==> config.mk <==
export PLATFORM = sky130hd
export DESIGN_NAME = btn_event_ctrl
export DESIGN_NICKNAME = d
export VERILOG_FILES = /design/src/rtl/btn_event_ctrl.sv
export SDC_FILE = /design/constraint.sdc
export NUM_CORES = 1
export LEC_CHECK = 0
export CAP_MARGIN = 40
export CORE_MARGIN = 2
export CORE_UTILIZATION = 25
export DETAILED_ROUTE_END_ITERATION = 8
export HOLD_SLACK_MARGIN = 0.06
export MAX_ROUTING_LAYER = met4
export SLEW_MARGIN = 20
export SYNTH_ARGS = -nofsm -noshare
export SYNTH_HDL_FRONTEND = slang
export SYNTH_SLANG_ARGS = --single-unit
==> constraint.sdc <==
create_clock -name i_clk -period 4.7 [get_ports i_clk]
set_input_delay 0.47 -clock i_clk [delete_from_list [all_inputs] [get_ports i_clk]]
set_output_delay 0.47 -clock i_clk [all_outputs]
set_load 0.1 [all_outputs]
==> src/rtl/btn_event_ctrl.sv <==
// Debounce controller: syncs NIN raw inputs, debounces them with one shared lockout timer,
// and queues every committed change as an event word. Optional macro: BTNCTL_SEQNUM_EN.
module btn_event_ctrl #(
    parameter int NIN    = 21,
    parameter int LGWAIT = 17,
    parameter int LGFIFO = 4
) (
    input  logic           i_clk,
    input  logic           i_reset,
    input  logic [NIN-1:0] i_in,
    input  logic           i_wb_stb,
    input  logic           i_wb_we,
    input  logic [1:0]     i_wb_addr,
    input  logic [31:0]    i_wb_data,
    output logic           o_wb_ack,
    output logic [31:0]    o_wb_data,
    output logic           o_int,
    output logic [NIN-1:0] o_debounced
);
    localparam int DEPTH = 1 << LGFIFO;

    logic [NIN-1:0]    q_in, r_in, r_last;
    logic [LGWAIT-1:0] wait_r, timer;
    logic [31:0]       mem [DEPTH];
    logic [LGFIFO-1:0] wr_ptr, rd_ptr;
    logic [LGFIFO:0]   count;
    logic              overflow, int_en;
    logic              commit, push, pop, full, push_ok;
    logic [31:0]       ev_word, status_word, rdata;
`ifdef BTNCTL_SEQNUM_EN
    logic [7:0]        seq;
`endif

    // Bus: single-cycle strobe; ack and read data are registered on the strobe edge.
    always_comb begin
        commit  = (r_last == r_in) && (timer == '0);
        push    = commit && (r_last != o_debounced);
        pop     = i_wb_stb && !i_wb_we && (i_wb_addr == 2'd1) && (count != '0);
        full    = (count == (LGFIFO+1)'(DEPTH));
        push_ok = push && (!full || pop);

        ev_word = '0;
        ev_word[NIN-1:0] = r_last;
`ifdef BTNCTL_SEQNUM_EN
        ev_word[31:24] = seq;
`endif

        status_word = '0;
        status_word[31] = overflow;
        status_word[30] = (count != '0);
        status_word[29] = int_en;
        status_word[LGFIFO:0] = count;

        rdata = '0;
        case (i_wb_addr)
            2'd0: rdata = status_word;
            2'd1: rdata = (count != '0) ? mem[rd_ptr] : 32'd0;
            2'd2: rdata[LGWAIT-1:0] = wait_r;
            default: rdata[NIN-1:0] = o_debounced;
        endcase
    end

    always_ff @(posedge i_clk or posedge i_reset) begin
        if (i_reset) begin
            q_in        <= '0;
            r_in        <= '0;
            r_last      <= '0;
            o_debounced <= '0;
            wait_r      <= '1;
            timer       <= '1;
            wr_ptr      <= '0;
            rd_ptr      <= '0;
            count       <= '0;
            overflow    <= 1'b0;
            int_en      <= 1'b0;
            o_wb_ack    <= 1'b0;
            o_wb_data   <= '0;
            o_int       <= 1'b0;
        end else begin
            q_in <= i_in;
            r_in <= q_in;

            if (r_last != r_in) begin
                r_last <= r_in;
                timer  <= wait_r;
            end else if (timer == '0) begin
                o_debounced <= r_last;
            end else begin
                timer <= timer - LGWAIT'(1);
            end

            if (push_ok) wr_ptr <= wr_ptr + LGFIFO'(1);
            if (pop)     rd_ptr <= rd_ptr + LGFIFO'(1);
            case ({push_ok, pop})
                2'b10:   count <= count + (LGFIFO+1)'(1);
                2'b01:   count <= count - (LGFIFO+1)'(1);
                default: count <= count;
            endcase

            if (i_wb_stb && i_wb_we) begin
                case (i_wb_addr)
                    2'd0: begin
                        if (i_wb_data[31]) overflow <= 1'b0;
                        int_en <= i_wb_data[29];
                    end
                    2'd2: wait_r <= i_wb_data[LGWAIT-1:0];
                    default: ;
                endcase
            end
            // A dropped push must win over a same-edge clear so the loss is never hidden.
            if (push && !push_ok) overflow <= 1'b1;

            o_wb_ack <= i_wb_stb;
            if (i_wb_stb) o_wb_data <= rdata;
            o_int <= (count != '0) && int_en;
        end
    end

    always_ff @(posedge i_clk) begin
        if (push_ok) mem[wr_ptr] <= ev_word;
    end

`ifdef BTNCTL_SEQNUM_EN
    // Sequence advances on every attempted push so dropped events leave a visible gap.
    always_ff @(posedge i_clk or posedge i_reset) begin
        if (i_reset) seq <= 8'd0;
        else if (push) seq <= seq + 8'd1;
    end
`endif
endmodule

# Yosys cells after proc, flatten, opt, wreduce, memory -nomap -nowiden
# Memory sizes are Yosys's and may differ from the RTL's.
# Index checks and enable logic that the tools add are counted.
totals:
  wordCells: 68
  ram_bits: 336
  output_inout_bits: 55
  input_bits: 59
  memories: 1
  reg_bits: 167
classes:
  n_reduce_logical: 25
  bitwise_logic: 1
  mux: 13
  n_addsub: 5
  n_eq_ne: 9
mem_list:
  columns: ["name", "depth", "word_bits", "read_ports", "rd_clocked_by_memory_dff", "wr", "line_no", "rtl"]
  rows:
  - ["mem", 16, 21, 1, 0, 1, "24", "logic [31:0] mem [DEPTH];"]
ops:
  columns: ["operator", "n"]
  rows:
  - ["17-bit case mux with 3 select lines", 1]
  - ["21-bit inequality test", 2]
  - ["17-bit two-way mux", 2]
  - ["32-bit two-way mux", 1]
  - ["11-bit case mux with 2 select lines", 1]
  - ["21-bit equality test", 1]
  - ["17-bit logical NOT", 1]
  - ["17-bit by 1-bit subtractor with 17-bit output, second input constant", 1]
  - ["5-bit case mux with 2 select lines", 1]
  - ["1-bit logical AND", 9]
  - ["4-bit by 1-bit adder with 4-bit output, second input constant", 2]
  - ["4-bit case mux with 2 select lines", 1]
  - ["2-bit nonzero test", 4]
  - ["1-bit two-way mux", 6]
  - ["2-bit AND reduction", 3]
  - ["5-bit by 1-bit adder with 5-bit output, second input constant", 1]
  - ["5-bit equality test, second input constant", 1]
  - ["5-bit nonzero test", 1]
  - ["5-bit by 1-bit subtractor with 5-bit output, second input constant", 1]
  - ["2-bit by 1-bit equality test with 1-bit output, second input constant", 2]
  - ["2-bit equality test, second input constant", 2]
  - ["1-bit logical NOT", 3]
  - ["3-bit AND reduction", 1]
  - ["2-bit logical NOT", 1]
  - ["other kinds (4)", 4]

# Logic depth before layout (Yosys ltp)
# Gate-level depths: netlist of the first run.
depth:
  depth_word: 10
  ltp_mapped: 13
  depth_no_buf: 13

# Least setup slack after synthesis of the first run
# Ideal clock, no wire load.
synth_timing:
  path_kind: "reg2reg"
  from: "register o_debounced[2]"
  to: "register count[4]"
  setup_ps: 124
  path_stages_with_launch: 13
  period_less_slack_ps: 3390
  arrival_time_ps: 3265
  t_required_ps: 4576
  n_path_buf: 0
  slack_ps: 1310
  cell_sequence: "dfrtp_1 > xor2_1 > nor4_1 > nand4_1 > nor4_1 > nor2_4 > nor2_1 > ha_1 > a21o_1 > a21oi_1 > and3_1 > mux2i_1 > xnor2_1"
synth_between:
  elab_chain_cells: 5
  word_cells_on_any_way: 7
  classes_between: "eq/ne (3); mux (1); reduce/logical (3)"
synth_lines:
  columns: ["item", "line_no", "rtl"]
  rows:
  - ["start, declared", "18", "output logic [NIN-1:0] o_debounced"]
  - ["start signal, assigned", "87", "o_debounced <= r_last;"]
  - ["21-bit inequality test (*)", "37", "push = commit && (r_last != o_debounced);"]
  - ["1-bit logical AND (*)", "37", null]
  - ["1-bit logical AND (*)", "40", "push_ok = push && (!full || pop);"]
  - ["2-bit by 1-bit equality test with 1-bit output or 2-bit equality test (tied branches)", "94", "case ({push_ok, pop})"]
  - ["5-bit case mux with 2 select lines or 2-bit nonzero test (tied branches)", null, null]
  - ["end signal, assigned", "95", "2'b10: count <= count + (LGFIFO+1)'(1);"]
  - ["end signal, assigned", "96", "2'b01: count <= count - (LGFIFO+1)'(1);"]
  - ["end signal, assigned", "97", "default: count <= count;"]
  - ["end, declared", "26", "logic [LGFIFO:0] count;"]
# Every way passes the cells marked *; elsewhere a longest branch is shown, timed or not.
# A chain may end at the register's enable or synchronous reset.

# Worst setup path after layout of the first run
layout_timing:
  from: "register r_last[10]"
  to: "register count[4]"
layout_between:
  elab_chain_cells: 6
  word_cells_on_any_way: 9
  classes_between: "eq/ne (4); mux (1); reduce/logical (4)"
layout_lines:
  columns: ["item", "line_no", "rtl"]
  rows:
  - ["start, declared", "22", "logic [NIN-1:0] q_in, r_in, r_last;"]
  - ["start signal, assigned", "84", "r_last <= r_in;"]
  - ["21-bit equality test", "36", "commit = (r_last == r_in) && (timer == '0);"]
  - ["1-bit logical AND", "36", null]
  - ["1-bit logical AND (*)", "37", null]
  - ["1-bit logical AND (*)", "40", null]
  - ["2-bit by 1-bit equality test with 1-bit output or 2-bit equality test (tied branches)", "94", null]
  - ["5-bit case mux with 2 select lines or 2-bit nonzero test (tied branches)", null, null]
# Marks and branches as above.

==> qor.yml, run 1 <==
dr.pass1.iters: 5
diodes: 0
drt_iter0_drc: 928
powerDensity_nw_per_um2: 389.9
routed_wl_um: 47370
maxSlewViolCount: 0
ir_worst_vdd_mv: 0.2574
worst_slew_pin_slew_ns: 0.7127
hpwl_um: 29470
r2r_slack_ns: 0.89
seq_power_share: 0.514
drive_above_1_share: 0.3028
synthCells: 1083
fin_crit_ns: 3.805
htree_levels: 2
core-area_um2: 77590
clkPwrFrac: 0.425
yosys_warnings: 0
initial_core_util: 0.2526
grt_use_total: 0.1215
cts_hold_buffers: 0
layout.cells.non_filler: 2338
outcome: "finished, final reports clean"
p_leak_nw: 8.502
area_delta_synth_final_pct: 26.45
insertion_delay_ns: 0.62
die-area_um2: 80660
switching_share: 0.2340
gr-total-overflow: 0
synthTopCellsByArea: "edfxtp_1 51%, dfrtp_1 16%, mux4_2 11%"
fin_worst_skew_ns: 0.05346
start_kind: "register"
dp_cells: 2240
synth-seq-cells: 495
grt_pass1_vias: 10640
hold_path_class: "in -> async"
antenna_found_initial: 1
cts_buffers: 52
timing.fmax_mhz: 262.8
syn_area_per_cell_um2: 18.10
syn_area_um2: 19600
vias_per_cell: 4.373
p_sw_mw: 2.261
internal-power_mw: 7.402
nFillCells: 7470
grt_pass1_wl_um: 71530
ys_seq_area_frac: 0.7199
vias: 10230
wl_per_cell_um: 20.26
routabilityCongestion: 0.7922
synth_enable_flop_cells: 336
cts-root-buf: "clkbuf_16"
grt_max_degree: 110
synth_cell_type_count: 53
worstPathRequired_ns: 5.21
synth_top_area_cell: "edfxtp_1"
fin_crit_sh: 0.8097
cts_tree: "done"
port_buffers: 92
combPwrFrac: 0.061
drtAntennaViolNets: 0
rsz0062_at_grt: "false"
cts_buffer_depth: 3
io_pins: 114
criticalPathCategory: "reg -> reg"
fin_setup_tns_ns: 0
ys.flop_type: "edfxtp_1"
regArea_um2: 14120
multi_input_area_um2: 5120
dieHeight_um: 284.0
finalNetCount: 1326
setup_viol: 0
hold_viol: 0
async_flop_share: 0.3212
relSlewSlack: 0.5249
clock-sinks: 495
critPathMaxFanout: 19
clk_pin_slew_ns: 0.07
synth_top_area_frac: 0.5147
drc: 0
end_kind: "register"
die_w_um: 284.0
post_cts_buffers: 0
cts_resized: 0
crit_arrival_ns: 4.31
max-cap-violations: 0
fp-row-count: 102
## final cells by class
class | count | share of cell area
clock inverter | 40 | 0.01585
timing repair buffer | 190 | 0.09944
tap | 1040 | 0.05250
inverter | 17 | 0.002726
multi-input combinational | 500 | 0.2066
clock buffer | 56 | 0.05310
sequential | 495 | 0.5698
## state kept, by name, indices dropped and copies added, names as in the netlist
register,cells
q_in,21
o_debounced,21
count,5
o_wb_data,24
overflow,1
wr_ptr,4
r_in,21
r_last,21
mem,336
o_int,1
timer,17
wait_r,17
rd_ptr,4
o_wb_ack,1
int_en,1
## synth_stat cells (all sizes together), types with 12 or more instances
cell type    n
a21oi       16
mux4        93
buf         24
dfrtp      125
a31oi       12
xor2        30
nor2        51
xnor2       35
dfstp       34
o211ai      18
mux2        71
edfxtp     336
clkbuf      54
and2        14
inv         17
mux2i       19
nand2       47
## layer usage
metal | up-vias | global-route usage | wire [µm]
li1 | 4488 | - | -
met1 | 5367 | 0.1653 | 21330
met2 | 303 | 0.1873 | 22360
met3 | 67 | 0.02299 | 2765
met4 | 0 | 0.03013 | 908
met5 | - | - | 0
## per-stage QoR
stage / setup slack (ns) / utilization / power [mW] / hold WS (ns) / instance area, µm²
finish: 0.8946 / 0.3194 / 9.664 / 0.2254 / 24790
detailed placement: 0.8415 / 0.2968 / 5.651 / 0.3347 / 23030
CTS: 0.8531 / 0.3188 / 9.783 / 0.2528 / 24740
global route: 0.6104 / 0.3194 / 10.02 / 0.2302 / 24790
global placement: 0.8881 / 0.2838 / 5.563 / 0.3366 / 22020
floorplan: 1.310 / - / 5.372 / 0.3312 / 19630
## worst max-delay path, stage by stage (launching register included)
cell and delay [ns]:
dfrtp_1 0.76, xor2_1 0.17, nor4_1 0.56, nand4_1 0.16, nor4_1 0.53, nor2_4 0.13, nor2_1 0.32, ha_1 0.34
a21o_1 0.19, a21oi_1 0.17, and3_1 0.18, mux2i_1 0.08, xnor2_1 0.13
## cells by family (layout without fill, tap and decap cells)
group,after synthesis,in the layout,share of synthesized area
flops,495,495,0.7199
xor+xnor,65,65,0.02904
other cells,1,8,0.0001913
simple gates,161,161,0.04111
buf+inv,95,303,0.02075
fa+ha+maj,11,11,0.007405
compound gates,72,72,0.02362
mux,183,183,0.1580
## layout by cell type (no fill, tap or decap), types with 10 or more instances in the layout
cell | netlist | final
nor2_1 | 49 | 45
a21oi_1 | 16 | 16
edfxtp_1 | 336 | 336
xor2_1 | 30 | 30
mux2_2 | 68 | 68
clkdlybuf4s50_1 | 0 | 91
mux2i_1 | 18 | 18
buf_12 | 0 | 13
buf_4 | 8 | 34
xnor2_1 | 35 | 35
inv_1 | 17 | 16
and2_1 | 14 | 14
ha_1 | 10 | 10
mux4_2 | 93 | 93
dfrtp_1 | 125 | 121
o211ai_1 | 18 | 18
clkinv_2 | 0 | 12
nand4_1 | 11 | 11
buf_8 | 0 | 27
dfstp_2 | 34 | 34
a31oi_1 | 12 | 12
nand2_1 | 47 | 47
clkbuf_16 | 0 | 52
buf_16 | 0 | 22
## path summary, 6_finish.rpt
kind	cells after the start	endpoint	start
setup / recovery	12	count[4]	r_last[10]
hold / removal	2	q_in[9]	i_reset
setup reg to reg	12	count[4]	r_last[10]
hold reg to reg	0	r_in[1]	q_in[1]
max in group asynchronous	4	rd_ptr[1]	i_reset
min in group i_clk	1	q_in[19]	i_in[19]
## power by group through the flow
stage               Sequential [mW]  Clock, mW  Combinational, mW
global placement               5.05          0              0.515
CTS                            4.97       4.22              0.600
detailed placement             5.05          0              0.597
global route                   4.98       4.40              0.636
floorplan                      5.12          0              0.252
finish                         4.97       4.10              0.594
(Power assumes the default switching activity.)
==> inputs of run 2 (changes only) <==
==> constraint.sdc (replaced) <==
create_clock -name i_clk -period 3.93 [get_ports i_clk]
set_input_delay 0.393 -clock i_clk [delete_from_list [all_inputs] [get_ports i_clk]]
set_output_delay 0.393 -clock i_clk [all_outputs]
set_load 0.1 [all_outputs]
==> qor.yml, run 2 (synthesis results as in run 1) <==
outcome: "finished with violations"
failed_checks: "antenna violations"
fin_crit_ns: 3.511
design_area_um2: 24760
end_kind: "register"
grt_use_total: 0.1227
drive_above_1_share: 0.3030
crit_chain: "xnor2_1, nand4_1, nor4_2, nand4_1, nor2_4, nor2_1, fa_1, a21o_1, a21oi_1, and3_1, mux2i_1, xnor2_1"
cp_top_family: "simple AND/OR/NAND/NOR gates"
rr_startpoint: "r_last[2]"
r2r_slack_ns: 0.42
r2r_cells: 12
p_leak_nw: 8.478
fp-row-count: 102
hold_depth: 1
placed_area_um2: 22990
drc: 0
post_cts_buffers: 0
critPathBufInv: 0
grt_pass1_vias: 10860
grt_max_degree: 61
maxSlewViolCount: 0
worstPathRequired_ns: 4.42
powerDensity_nw_per_um2: 467.9
antenna_found_initial: 0
worst_slew_pin_slew_ns: 0.7273
min_to: "q_in[4]"
routed_wl_um: 47980
insertion_delay_ns: 0.62
ir_worst_vdd_mv: 0.3324
htree_levels: 2
io_pins: 114
setup_viol: 0
port_buffers: 92
grt_pass1_wl_um: 71640
vias: 10300
rsz0062_at_grt: "false"
relSlewSlack: 0.5141
vias_per_cell: 4.400
hpwl_um: 29680
fin_setup_tns_ns: 0
min_from: "i_in[4]"
gr-total-overflow: 0
layout_common_cells: "336 x edfxtp_1, 121 x dfrtp_1, 93 x mux4_2, 91 x clkdlybuf4s50_1, 68 x mux2_2"
finalNetCount: 1324
largest_reg_flops: 336
criticalPathCategory: "reg -> reg"
area_delta_synth_final_pct: 26.30
cts_buffers: 53
routabilityCongestion: 0.7824
dr.pass1.iters: 5
cts_tree: "done"
clock-sinks: 495
crit_arrival_ns: 4.00
reg_top3: "mem: 336 flops, o_wb_data: 24 flops"
cts-root-buf: "clkbuf_16"
critPathMaxFanout: 19
drt_iter0_drc: 773
core-area_um2: 77590
max-cap-violations: 0
largest_register: "mem"
hold_path_class: "in -> reg"
r2r_end: "count[4]"
wl_per_cell_um: 20.49
dieHeight_um: 284.0
fin_crit_sh: 0.8934
start_kind: "register"
cts_buffer_depth: 3
timing.fmax_mhz: 284.8
initial_core_util: 0.2526
die-area_um2: 80660
final_common_cell: "edfxtp_1"
clk_pin_slew_ns: 0.06
die_w_um: 284.0
fin_worst_skew_ns: 0.06042
critPathMaxStageDelay_ns: 0.75
drtAntennaViolNets: 1
hold_viol: 0
slowest_stage: "dfrtp_1"
-- run 2: changes by cell type in the layout (fill, tap and decap cells not counted), moves of 3 or more --
| cell | previous run | this run |
|---|---|---|
| clkbuf_1 | 4 | 9 |
| buf_16 | 22 | 11 |
| clkbuf_8 | 0 | 5 |
| buf_4 | 34 | 26 |
| buf_8 | 27 | 37 |
| buf_12 | 13 | 20 |
| inv_6 | 4 | 1 |
| clkinv_1 | 9 | 4 |
| diode_2 | 0 | 5 |
-- run 2: metrics by stage --
stage / power, mW / util / hold WS (ns) / std cells / setup slack [ns]
4_1_cts: 11.73 / 0.3188 / 0.1924 / 2337 / 0.2175
3_5_place_dp: 6.741 / 0.2963 / 0.3347 / 2239 / 0.2332
5_1_grt: 12.01 / 0.3189 / 0.2082 / 2337 / 0.1675
2_1_floorplan: 6.424 / - / 0.3312 / 1090 / 0.5403
6_report: 11.58 / 0.3190 / 0.2258 / 2342 / 0.4188
3_3_place_gp: 6.649 / 0.2851 / 0.3366 / 2190 / 0.3180
-- run 2: worst register-to-register path, delay by kind of cell (launching register included) --
| family | cells | cell delay [ns] |
|---|---|---|
| flip-flops | 1 | 0.75 |
| adder cells (fa/ha/maj) | 1 | 0.43 |
| AND/OR/NAND/NOR | 6 | 1.46 |
| AO/OA/AOI/OAI | 2 | 0.36 |
| XOR/XNOR | 2 | 0.32 |
| multiplexers | 1 | 0.08 |
-- run 2: cell type report --
type	instances	area [µm²]
fillers	7564	52840
diodes	5	12.51
repair buffers	187	2381
flip-flops and latches	495	14120
clock buffers	67	1429
clock inverters	31	317.8
multi-input cells	500	5126
well taps	1040	1301
inverters	17	67.56
-- run 2: worst max-delay path by stage --
| stage | from | cells past startpoint | endpoint |
|---|---|---|---|
| floorplan | o_debounced[2] | 12 | count[4] |
| global placement | r_last[2] | 12 | count[4] |
| detailed placement | r_last[2] | 12 | count[4] |
| CTS | r_last[2] | 12 | count[4] |
| global route | r_last[2] | 12 | count[4] |
| finish | r_last[2] | 12 | count[4] |
-- run 2: report_power, final --
part | internal [mW] | leakage [nW] | total (mW) | switching (mW)
logic | 0.286 | 2.69 | 0.688 | 0.402
registers | 5.77 | 4.93 | 5.94 | 0.171
clock network | 2.86 | 0.857 | 4.95 | 2.10
-- run 2: layer usage --
layer / track usage / up-vias / part of all wire
li1: - / 4488 / -
met1: 0.1634 / 5469 / 0.45
met2: 0.1913 / 270 / 0.47
met3: 0.02291 / 77 / 0.052
met4: 0.03553 / 0 / 0.024
met5: - / - / 0
-- run 2: what timing repair did --
action,4_1_cts,5_1_grt
setup endpoints to repair,0,1
resized for setup,0,1
hold buffers,0,0
==> inputs of run 3 (changes only) <==
--- a/config.mk
+++ b/config.mk
@@ -6,7 +6,7 @@
 export NUM_CORES = 1
 export LEC_CHECK = 0
 export CAP_MARGIN = 40
-export CORE_MARGIN = 2
+export CORE_MARGIN = 8
 export CORE_UTILIZATION = 25
 export DETAILED_ROUTE_END_ITERATION = 8
 export HOLD_SLACK_MARGIN = 0.06
==> qor.yml, run 3 (synthesis results as in run 1) <==
outcome: "finished, final reports clean"
critPathMaxStageDelay_ns: 0.82
area_delta_synth_final_pct: 26.71
drive_above_1_share: 0.2985
worstPathRequired_ns: 4.43
routabilityCongestion: 0.7638
fin_crit_sh: 0.8782
rsz0062_at_grt: "false"
internal-power_mw: 8.884
initial_core_util: 0.2526
crit_arrival_ns: 3.95
hold_viol: 0
largest_register: "mem"
cts_buffer_depth: 3
grt_pass1_vias: 10840
max-cap-violations: 0
drt_iter0_drc: 670
r2r_cells: 13
cts_hold_buffers: 0
core-area_um2: 77590
critPathMaxFanout: 19
fin_setup_tns_ns: 0
p_leak_nw: 8.504
clkPwrFrac: 0.426
hold_path_class: "in -> async"
post_cts_buffers: 0
powerDensity_nw_per_um2: 465.5
vias: 10140
cts_resized: 0
wl_per_cell_um: 20.29
setup_viol: 0
r2r_slack_ns: 0.48
routed_wl_um: 47570
dr.pass1.iters: 5
grt_max_degree: 68
end_kind: "register"
seq_power_share: 0.513
fp-row-count: 102
maxSlewViolCount: 0
switching_share: 0.2316
gr-total-overflow: 0
critical_path.endpoint: "count[4]"
report.power.total_mw: 11.56
p_sw_mw: 2.677
combPwrFrac: 0.061
ir_worst_vdd_mv: 0.3298
slowest_stage: "dfrtp_1"
cts_tree: "done"
cp-startpoint: "r_last[15]"
fin_worst_skew_ns: 0.05840
r2r_end: "count[4]"
antenna_found_initial: 3
final_common_cell: "edfxtp_1"
cts_buffers: 52
port_buffers: 92
grt_pass1_wl_um: 71350
rr_startpoint: "r_last[15]"
drc: 0
start_kind: "register"
hpwl_um: 30500
largest_reg_flops: 336
dieHeight_um: 296.0
clk_pin_slew_ns: 0.06
criticalPathCategory: "reg -> reg"
die-area_um2: 87620
grt_use_total: 0.1114
reg_top3: "mem: 336 flops, o_wb_data: 24 flops"
drtAntennaViolNets: 0
worst_slew_pin_slew_ns: 0.7942
finalNetCount: 1330
insertion_delay_ns: 0.63
htree_levels: 2
timing.fmax_mhz: 289.7
io_pins: 114
fin_crit_ns: 3.451
cts-root-buf: "clkbuf_16"
crit_chain: "xnor2_1, nand4_1, nor4_1, buf_4, nand4_1, nor2_4, nor2_1, fa_1, a21o_1, a21oi_1, and3_1, mux2i_1, xnor2_1"
clock-sinks: 495
vias_per_cell: 4.324
layout_common_cells: "336 x edfxtp_1, 122 x dfrtp_1, 93 x mux4_2, 91 x clkdlybuf4s50_1, 68 x mux2_2"
relSlewSlack: 0.4705
die_w_um: 296.0
[run 3: changes by cell type in the layout (fill, tap and decap cells not counted), sizes merged]
cell      previous run  this run
buf                 96       103
clkbuf              67        71
clkinv              21        15
clkinvlp             4         5
diode                5         2
[run 3: worst min-delay path by stage]
| stage | start | end | slack [ns] |
|---|---|---|---|
| 5_1_grt | i_reset | q_in[15] | 0.17 |
| 4_1_cts | i_reset | q_in[15] | 0.14 |
| 3_5_place_dp | q_in[11] | r_in[11] | 0.33 |
| 3_3_place_gp | q_in[19] | r_in[19] | 0.34 |
| 6_report | i_reset | q_in[15] | 0.16 |
| 2_1_floorplan | q_in[0] | r_in[0] | 0.33 |
[run 3: power groups by stage]
stage                     logic (mW)  registers [mW]  clock network [mW]
after detailed placement       0.719            6.04                   0
after floorplan                0.301            6.12                   0
after global routing           0.761            5.95                5.26
after global placement         0.628            6.03                   0
final                          0.707            5.93                4.92
after CTS                      0.720            5.93                5.06
[run 3: metrics by stage]
stage               worst slack, ns  hold WS [ns]    util  area, µm²  std cells
floorplan                    0.5403        0.3312       -      19630       1090
global placement             0.5449        0.3373  0.2852      22130       2195
detailed placement           0.4620        0.3347  0.2973      23070       2245
CTS                          0.4700        0.1394  0.3197      24800       2342
global route                 0.2101        0.1716  0.3201      24840       2345
finish                       0.4786        0.1605  0.3201      24840       2345
[run 3: cell type report]
cell class	count	area [µm²]
multi-input combinational	500	5120
timing repair buffer	194	2491
antenna	2	5.005
inverter	17	67.56
sequential	495	14120
tap	1040	1301
clock buffer	71	1413
fill	7502	52760
clock inverter	26	319.1
[run 3: metal layers]
layer / track usage / vias to the layer above / share of wire
li1: - / 4485 / -
met1: 0.1512 / 5287 / 0.45
met2: 0.1707 / 308 / 0.46
met3: 0.02529 / 59 / 0.066
met4: 0.02442 / 0 / 0.018
met5: - / - / 0
[run 3: critical path: cells and delay by family, from the launching register on]
kind                     cells  cell delay, ns
AO/OA/AOI/OAI                2            0.35
multiplexers                 1            0.08
adder cells (fa/ha/maj)      1            0.42
flip-flops                   1            0.82
XOR/XNOR                     2            0.32
buffers and inverters        1            0.18
AND/OR/NAND/NOR              6            1.19
